[config.mk]
export PLATFORM = sky130hd
export DESIGN_NAME = toll_lane_controller
export DESIGN_NICKNAME = d
export VERILOG_FILES = /design/src/rtl/toll_lane_controller.sv
export SDC_FILE = /design/constraint.sdc
export NUM_CORES = 1
export LEC_CHECK = 0
export BUFFER_PORTS_ARGS = -buffer_cell sky130_fd_sc_hd__buf_4
export CAP_MARGIN = 20
export CORE_UTILIZATION = 56
export CTS_BUF_LIST = sky130_fd_sc_hd__clkbuf_4 sky130_fd_sc_hd__clkbuf_8 sky130_fd_sc_hd__clkbuf_16
export CTS_CLUSTER_SIZE = 20
export DETAILED_ROUTE_END_ITERATION = 7
export PLACE_DENSITY = 0.8
export SYNTH_ARGS = -nofsm -noshare
export SYNTH_HDL_FRONTEND = slang
export SYNTH_SLANG_ARGS = --single-unit
[constraint.sdc]
create_clock -name clk -period 4.01 [get_ports clk]
set_input_delay 0.401 -clock clk [delete_from_list [all_inputs] [get_ports clk]]
set_output_delay 0.401 -clock clk [all_outputs]
set_load 0.03 [all_outputs]
[src/rtl/toll_lane_controller.sv]
// Toll lane controller: prices a vehicle request, debits the tag balance, raises the gate and tallies lane statistics.
// Latency: the response strobe rises on the second edge counting the accepting edge; one request per 3 cycles at best.
// Backpressure: req_ready is high only while idle and enabled; requests offered while busy are not accepted.
//
// Ports:
//   clk, reset            rising-edge clock, asynchronous active-low reset
//   enable                lane open; only gates new acceptances
//   req_valid/req_ready   request handshake carrying vehicle_type, balance, peak_mode
//   vehicle_passed        vehicle cleared the gate (only honoured while the gate is up)
//   resp_valid            one-cycle strobe with toll_fee, updated_balance, reject (held until the next response)
//   gate_open             barrier raised
//   revenue               saturating sum of debited fees
//   vehicle_count         vehicles that passed (wraps)
//   reject_count          rejected requests (wraps)
//   timeout_flag          sticky: a raised gate timed out without a pass
module toll_lane_controller #(
  parameter int BAL_W        = 8,
  parameter int FEE_BIKE     = 5,
  parameter int FEE_CAR      = 10,
  parameter int FEE_BUS      = 15,
  parameter int FEE_TRUCK    = 20,
  parameter int GATE_TIMEOUT = 16,
  parameter int REV_W        = 16,
  parameter int CNT_W        = 8
) (
  input  logic             clk,
  input  logic             reset,
  input  logic             enable,
  input  logic             req_valid,
  output logic             req_ready,
  input  logic [1:0]       vehicle_type,
  input  logic [BAL_W-1:0] balance,
  input  logic             peak_mode,
  input  logic             vehicle_passed,
  output logic             resp_valid,
  output logic [BAL_W-1:0] toll_fee,
  output logic [BAL_W-1:0] updated_balance,
  output logic             reject,
  output logic             gate_open,
  output logic [REV_W-1:0] revenue,
  output logic [CNT_W-1:0] vehicle_count,
  output logic [CNT_W-1:0] reject_count,
  output logic             timeout_flag
);

  typedef enum logic [1:0] {IDLE, CALC, RESP, GATE} state_t;

  localparam int TMR_W = $clog2(GATE_TIMEOUT + 1);
  localparam logic [TMR_W-1:0] TMR_LAST = TMR_W'(GATE_TIMEOUT - 1);
  // Revenue sum is formed wide enough for either operand plus a carry.
  localparam int SUM_W = ((REV_W > BAL_W) ? REV_W : BAL_W) + 1;
  localparam logic [SUM_W-1:0] REV_MAX = (SUM_W'(1) << REV_W) - SUM_W'(1);

  state_t           state_q;
  logic [1:0]       type_q;
  logic [BAL_W-1:0] bal_q;
  logic             peak_q;
  logic [TMR_W-1:0] tmr_q;
  logic             resp_valid_q;
  logic [BAL_W-1:0] toll_fee_q;
  logic [BAL_W-1:0] upd_bal_q;
  logic             reject_q;
  logic             gate_open_q;
  logic [REV_W-1:0] revenue_q;
  logic [CNT_W-1:0] vcnt_q;
  logic [CNT_W-1:0] rcnt_q;
  logic             tflag_q;

  logic [BAL_W:0]   base_fee;
  logic [BAL_W:0]   fee_sum;
  logic [BAL_W-1:0] fee_d;
  logic [SUM_W-1:0] rev_sum;
  logic [REV_W-1:0] revenue_d;

  // Pricing works on the latched request so the inputs are free to change after acceptance.
  always_comb begin
    base_fee = '0;
    case (type_q)
      2'b00:   base_fee = (BAL_W+1)'(FEE_BIKE);
      2'b01:   base_fee = (BAL_W+1)'(FEE_CAR);
      2'b10:   base_fee = (BAL_W+1)'(FEE_BUS);
      default: base_fee = (BAL_W+1)'(FEE_TRUCK);
    endcase
    fee_sum   = base_fee + (peak_q ? (base_fee >> 1) : '0);
    fee_d     = fee_sum[BAL_W] ? '1 : fee_sum[BAL_W-1:0];
    rev_sum   = SUM_W'(revenue_q) + SUM_W'(fee_d);
    revenue_d = (rev_sum > REV_MAX) ? '1 : rev_sum[REV_W-1:0];
  end

  // Gated by reset so the lane never advertises readiness while held in reset.
  assign req_ready = (state_q == IDLE) && enable && reset;

  always_ff @(posedge clk or negedge reset) begin
    if (!reset) begin
      state_q      <= IDLE;
      type_q       <= '0;
      bal_q        <= '0;
      peak_q       <= 1'b0;
      tmr_q        <= '0;
      resp_valid_q <= 1'b0;
      toll_fee_q   <= '0;
      upd_bal_q    <= '0;
      reject_q     <= 1'b0;
      gate_open_q  <= 1'b0;
      revenue_q    <= '0;
      vcnt_q       <= '0;
      rcnt_q       <= '0;
      tflag_q      <= 1'b0;
    end else begin
      resp_valid_q <= 1'b0;
      case (state_q)
        IDLE: begin
          if (req_valid && req_ready) begin
            type_q  <= vehicle_type;
            bal_q   <= balance;
            peak_q  <= peak_mode;
            state_q <= CALC;
          end
        end
        CALC: begin
          toll_fee_q   <= fee_d;
          resp_valid_q <= 1'b1;
          if (fee_d > bal_q) begin
            reject_q  <= 1'b1;
            upd_bal_q <= bal_q;
            rcnt_q    <= rcnt_q + CNT_W'(1);
            state_q   <= RESP;
          end else begin
            reject_q    <= 1'b0;
            upd_bal_q   <= bal_q - fee_d;
            revenue_q   <= revenue_d;
            gate_open_q <= 1'b1;
            tmr_q       <= '0;
            state_q     <= GATE;
          end
        end
        RESP: state_q <= IDLE;
        GATE: begin
          // A pass on the timeout edge still counts as a pass.
          if (vehicle_passed) begin
            gate_open_q <= 1'b0;
            vcnt_q      <= vcnt_q + CNT_W'(1);
            state_q     <= IDLE;
          end else if (tmr_q == TMR_LAST) begin
            gate_open_q <= 1'b0;
            tflag_q     <= 1'b1;
            state_q     <= IDLE;
          end else begin
            tmr_q <= tmr_q + TMR_W'(1);
          end
        end
        default: state_q <= IDLE;
      endcase
    end
  end

  assign resp_valid      = resp_valid_q;
  assign toll_fee        = toll_fee_q;
  assign updated_balance = upd_bal_q;
  assign reject          = reject_q;
  assign gate_open       = gate_open_q;
  assign revenue         = revenue_q;
  assign vehicle_count   = vcnt_q;
  assign reject_count    = rcnt_q;
  assign timeout_flag    = tflag_q;

endmodule

==> qor.csv, run 1 <==
metric,value,unit
CP Capture Type,flop,
Core Box Area,6460,sq um
Top delay family on crit path,adder cells,
fin crit period,3.83,ns
Avg WL per Cell,16.3,um
Pre-Repair DR Iteration Count,6,
htree depth,3,
Vias per Instance,5.81,
P&R area growth vs syn,24.3,%
crit path launch,type_q[0],
GRT overflow,0,
r2r startpoint,type_q[0],
"wirelength, routed",8710,um
hold-fix buffers at CTS,0,
Yosys warning count,0,
clock slew at reported path FFs,0.08,ns
Max Cap Viol,0,
Fillers,444,
CP Cell Sequence,inv_1 -> ha_1 -> nand2_1 -> inv_1 -> ha_1 -> o211ai_1 -> o31ai_2 -> xnor2_1 -> inv_1 -> ha_1 -> o211ai_1 -> a21oi_2 -> o211ai_1 -> buf_4 -> nand2_1 -> mux2_1,
failing checks,DRC,
DIE WIDTH,84.6,um
first-pass GRT wire length,14200,um
number of flops mapped to enable cells by yosys,0,
worst min-delay path class,in2async,
detailed-route via count,3110,
largest cells by area after synthesis,"dfrtp_1, ha_1, mux2_2",
largest net degree at the start of global routing,69,
Yosys top cell area share,0.445,
CTS tree,done,
Synth Register Bits,68,
Layout Utilization,0.736,
I/O Buffers,66,
gp weighted congestion,0.846,
status,finished with violations,
Num CTS Buffers,9,
slew margin rel.,0.430,
clk buf depth,2,
Setup CP Type,reg2reg,
CP startpoint kind,flop,
non-filler instance count after layout,535,
register area share after synthesis,0.445,
initial antenna violation count,0,
Required @ worst endpoint,4.23,ns
critical path arrival,4.06,ns
num ports,69,
"Hold Vio Cnt, Final",0,
Synth Cell Area,3820,sq um
asr flop ratio synth,1.00,
total clock sinks,68,
"commonest non-fill, non-tap cells in the layout","buf_4, dfrtp_1, nand2_1, ha_1",
hpwl dp,5750,um
total die area,7160,sq um
Worst Skew,0.00882,ns
Crit-path slowest cell,dfrtp_1,
Max Transition Viols Final,0,
worst-margin pin slew,0.856,ns
Die H,84.6,um
"most common cell after layout, fill and taps aside",buf_4,
Worst Path Buf+Inv,4,
Antenna diodes,0,
DRT antenna net count,0,
Cells after DPL,508,
Crit Path Max Fanout,7,
cells after synthesis,373,
crit share post-route,0.956,
Setup-failing EPs final,0,
initial core utilization,0.592,
Layout Nets,496,
"area leader, netlist",dfrtp_1,
"Clk Latency, worst-skew pair",0.35,ns
Synth Flop Type,dfrtp_1,
row cnt,29,
fmax,261,MHz
Mean Syn Cell Area,10.3,sq um
GRT Total Usage,0.251,
Cell variety after synth,50,
layout cell share with drive strength beyond 1,0.282,
drt drc,8,
iteration-0 DRC count of the detailed router,195,
Clock Tree Root,clkbuf_8,
largest stage delay on the critical path,0.40,ns
number of global-route vias before repair,3060,
timing repair:
item,4_1_cts,5_1_grt
setup endpoints to repair,0,14
gates resized for setup,0,7
setup buffers,0,9
area by class of cell:
class	count	area [sq um]	area share
Sequential cell	68	1700	0.358
Inverter	22	82.6	0.0174
Multi-Input combinational cell	272	2000	0.421
Timing Repair Buffer	80	601	0.126
Clock buffer	10	138	0.0290
Clock inverter	6	135	0.0284
Tap cell	77	96.3	0.0203
synthesized netlist by cell type (3+ instances only):
cell type	instances
nand4_1	7
ha_1	24
o211ai_1	4
nor4_1	3
inv_1	21
o21ai_0	21
mux2_1	5
nor3_1	7
dfrtp_1	68
a21o_1	7
o211a_1	3
and3_1	9
nand2b_1	5
xnor2_1	14
mux2i_1	6
xor2_1	12
a21oi_1	8
nand3_1	17
buf_6	3
and2_1	4
nand2_1	40
buf_2	3
a31oi_1	9
mux2_2	18
nor2_1	18
clkbuf_1	5
fa_1	3
per-layer routing:
layer,vias to the layer above,global-route usage,part of all wire
met5,-,0,0
met4,0,0.114,0.020
met3,17,0.0560,0.068
met2,130,0.388,0.47
met1,1494,0.338,0.44
li1,1469,-,-
registers in the layout, indices dropped and copies added, names as in the netlist:
register and count:
type_q 2, bal_q 8, reject_count 8, gate_open 1, vehicle_count 8, updated_balance 8
peak_q 1, reject 1, timeout_flag 1, revenue 16, toll_fee 6, resp_valid 1
tmr_q 5, state_q 2
cells by family (layout without fill, tap and decap cells):
logic type	Yosys count	count (layout)	share of synthesized area
compound gates	62	62	0.106
xor+xnor	26	26	0.0596
fa+ha+maj	27	27	0.0942
buf+inv	36	118	0.0471
flops	68	68	0.445
mux	29	29	0.0834
other cells	1	2	0.000981
simple gates	124	126	0.164
metrics by stage:
stage	hold slack [ns]	setup TNS (ns)	instance area (sq um)	worst slack [ns]
floorplan	0.105	0	3830	0.389
global placement	0.463	0	4360	0.290
detailed placement	0.464	0	4360	0.0609
CTS	0.264	0	4630	0.0331
global route	0.273	-0.150	4750	-0.0518
finish	0.259	0	4750	0.175
path summary, 6_finish.rpt:
path,to,slack (ns),cells after the start
max in group asynchronous,revenue[3],3.20,2
worst max register to register,revenue[15],0.18,16
min in group clk,timeout_flag,0.27,2
worst max-delay path,revenue[15],0.18,16
worst min-delay path,reject_count[6],0.26,2
worst min register to register,reject_count[7],0.48,1
worst reg2reg max path, cell delays in order, from the launching register on:
cell and delay, ns:
dfrtp_1 0.40, inv_1 0.09, ha_1 0.36, nand2_1 0.15, inv_1 0.06, ha_1 0.36
o211ai_1 0.13, o31ai_2 0.25, xnor2_1 0.23, inv_1 0.09, ha_1 0.36, o211ai_1 0.23
a21oi_2 0.08, o211ai_1 0.33, buf_4 0.23, nand2_1 0.07, mux2_1 0.30
Power of run 1 is not shown: default switching activity piles up to over one toggle a cycle in this logic, so the estimate is an artifact.
==> run 2: changes to the inputs <==
- BUFFER_PORTS_ARGS: -buffer_cell sky130_fd_sc_hd__buf_4 -> -buffer_cell sky130_fd_sc_hd__buf_2
- PLACE_DENSITY: 0.8 -> 0.87
==> qor.csv, run 2 (synthesis results as in run 1) <==
metric,value,unit
Setup CP Type,reg2reg,
hpwl dp,5950,um
worst reg2reg path depth,16,
Crit Path Max Fanout,9,
detailed-route via count,3029,
Die H,84.6,um
Required @ worst endpoint,4.25,ns
Pre-Repair DR Iteration Count,6,
status,finished clean,
Vias per Instance,5.74,
clk buf depth,2,
num ports,69,
largest net degree at the start of global routing,69,
multi-input logic area,2010,sq um
drt drc,0,
row cnt,29,
initial antenna violation count,0,
CP Cell Sequence,inv_1 -> ha_1 -> nand2_1 -> nor2_1 -> o21ai_0 -> fa_1 -> inv_1 -> a21o_1 -> a21oi_2 -> xor2_2 -> ha_4 -> o21ai_0 -> o21ai_2 -> nand3_4 -> nor3_1 -> mux2_2,
gp weighted congestion,0.894,
largest stage delay on the critical path,0.42,ns
P&R area growth vs syn,17.0,%
"commonest non-fill, non-tap cells in the layout","dfrtp_1, buf_2, nand2_1",
DIE WIDTH,84.6,um
initial core utilization,0.592,
Layout Nets,489,
Setup-failing EPs final,0,
GRT Total Usage,0.246,
"Clk Latency, worst-skew pair",0.34,ns
Max Transition Viols Final,0,
worst min-delay path class,in2reg,
storage element area,1700,sq um
htree depth,3,
"Hold Vio Cnt, Final",0,
CP Capture Type,flop,
"most common cell after layout, fill and taps aside",dfrtp_1,
Num CTS Buffers,9,
critical path arrival,4.12,ns
fmax,257,MHz
total die area,7160,sq um
GRT overflow,0,
Fillers,496,
Clock Tree Root,clkbuf_8,
Avg WL per Cell,16.1,um
CP startpoint kind,flop,
worst-margin pin slew,0.861,ns
Crit-path slowest cell,fa_1,
non-filler instance count after layout,528,
I/O Buffers,66,
max FFs per register,16,
"wirelength, routed",8510,um
iteration-0 DRC count of the detailed router,210,
fin crit period,3.88,ns
Worst Skew,0.00977,ns
crit share post-route,0.968,
first-pass GRT wire length,14000,um
DRT antenna net count,0,
total clock sinks,68,
Cells after DPL,508,
Hold Crit Depth,2,
hold-fix buffers at CTS,0,
layout cell share with drive strength beyond 1,0.277,
number of global-route vias before repair,2970,
slew margin rel.,0.426,
Max Cap Viol,0,
clock slew at reported path FFs,0.08,ns
CTS tree,done,
Core Box Area,6460,sq um
Antenna diodes,0,
==> run 2: layer usage <==
metal	up-vias	wire length, um	GRT usage
met3	19	316	0.0354
met4	0	219	0.100
li1	1448	-	-
met5	-	0	0
met2	79	4240	0.407
met1	1483	3740	0.326
==> run 2: stage by stage <==
step / hold WS (ns) / setup TNS [ns] / utilization / setup WS, ns / cell area [sq um]
after floorplan: 0.105 / 0 / - / 0.389 / 3830
after global placement: 0.455 / 0 / 0.649 / 0.277 / 4190
after detailed placement: 0.457 / 0 / 0.649 / 0.0885 / 4190
after CTS: 0.281 / 0 / 0.679 / 0.00734 / 4390
after global routing: 0.287 / -0.182 / 0.693 / -0.0782 / 4480
final: 0.289 / 0 / 0.693 / 0.126 / 4480
==> run 2: critical path, delay by kind of cell (launching register included) <==
family          cells  cell delay (ns)
buf+inv             2             0.18
flops               1             0.41
compound gates      5             0.83
xor+xnor            1             0.18
mux                 1             0.36
simple gates        4             0.70
fa+ha+maj           3             1.11
==> run 2: final timing paths <==
check | startpoint | endpoint | slack, ns
setup / recovery | type_q[1] | revenue[12] | 0.13
hold / removal | balance[5] | bal_q[5] | 0.29
setup reg to reg | type_q[1] | revenue[12] | 0.13
hold reg to reg | vehicle_count[7] | vehicle_count[7] | 0.47
max in group asynchronous | reset | revenue[2] | 3.11
min in group asynchronous | reset | updated_balance[1] | 0.34
==> run 2: layout make-up <==
type                       count  area share
multi-input combinational    271       0.450
sequential                    68       0.380
timing repair buffer          74      0.0872
clock buffer                  11      0.0310
tap                           77      0.0215
inverter                      22      0.0185
clock inverter                 5      0.0117
==> run 2: repair_timing <==
action	CTS	global route
setup endpoints to repair	0	18
setup buffers	0	3
gates resized for setup	0	10
Power of run 2 is left out for the same reason.
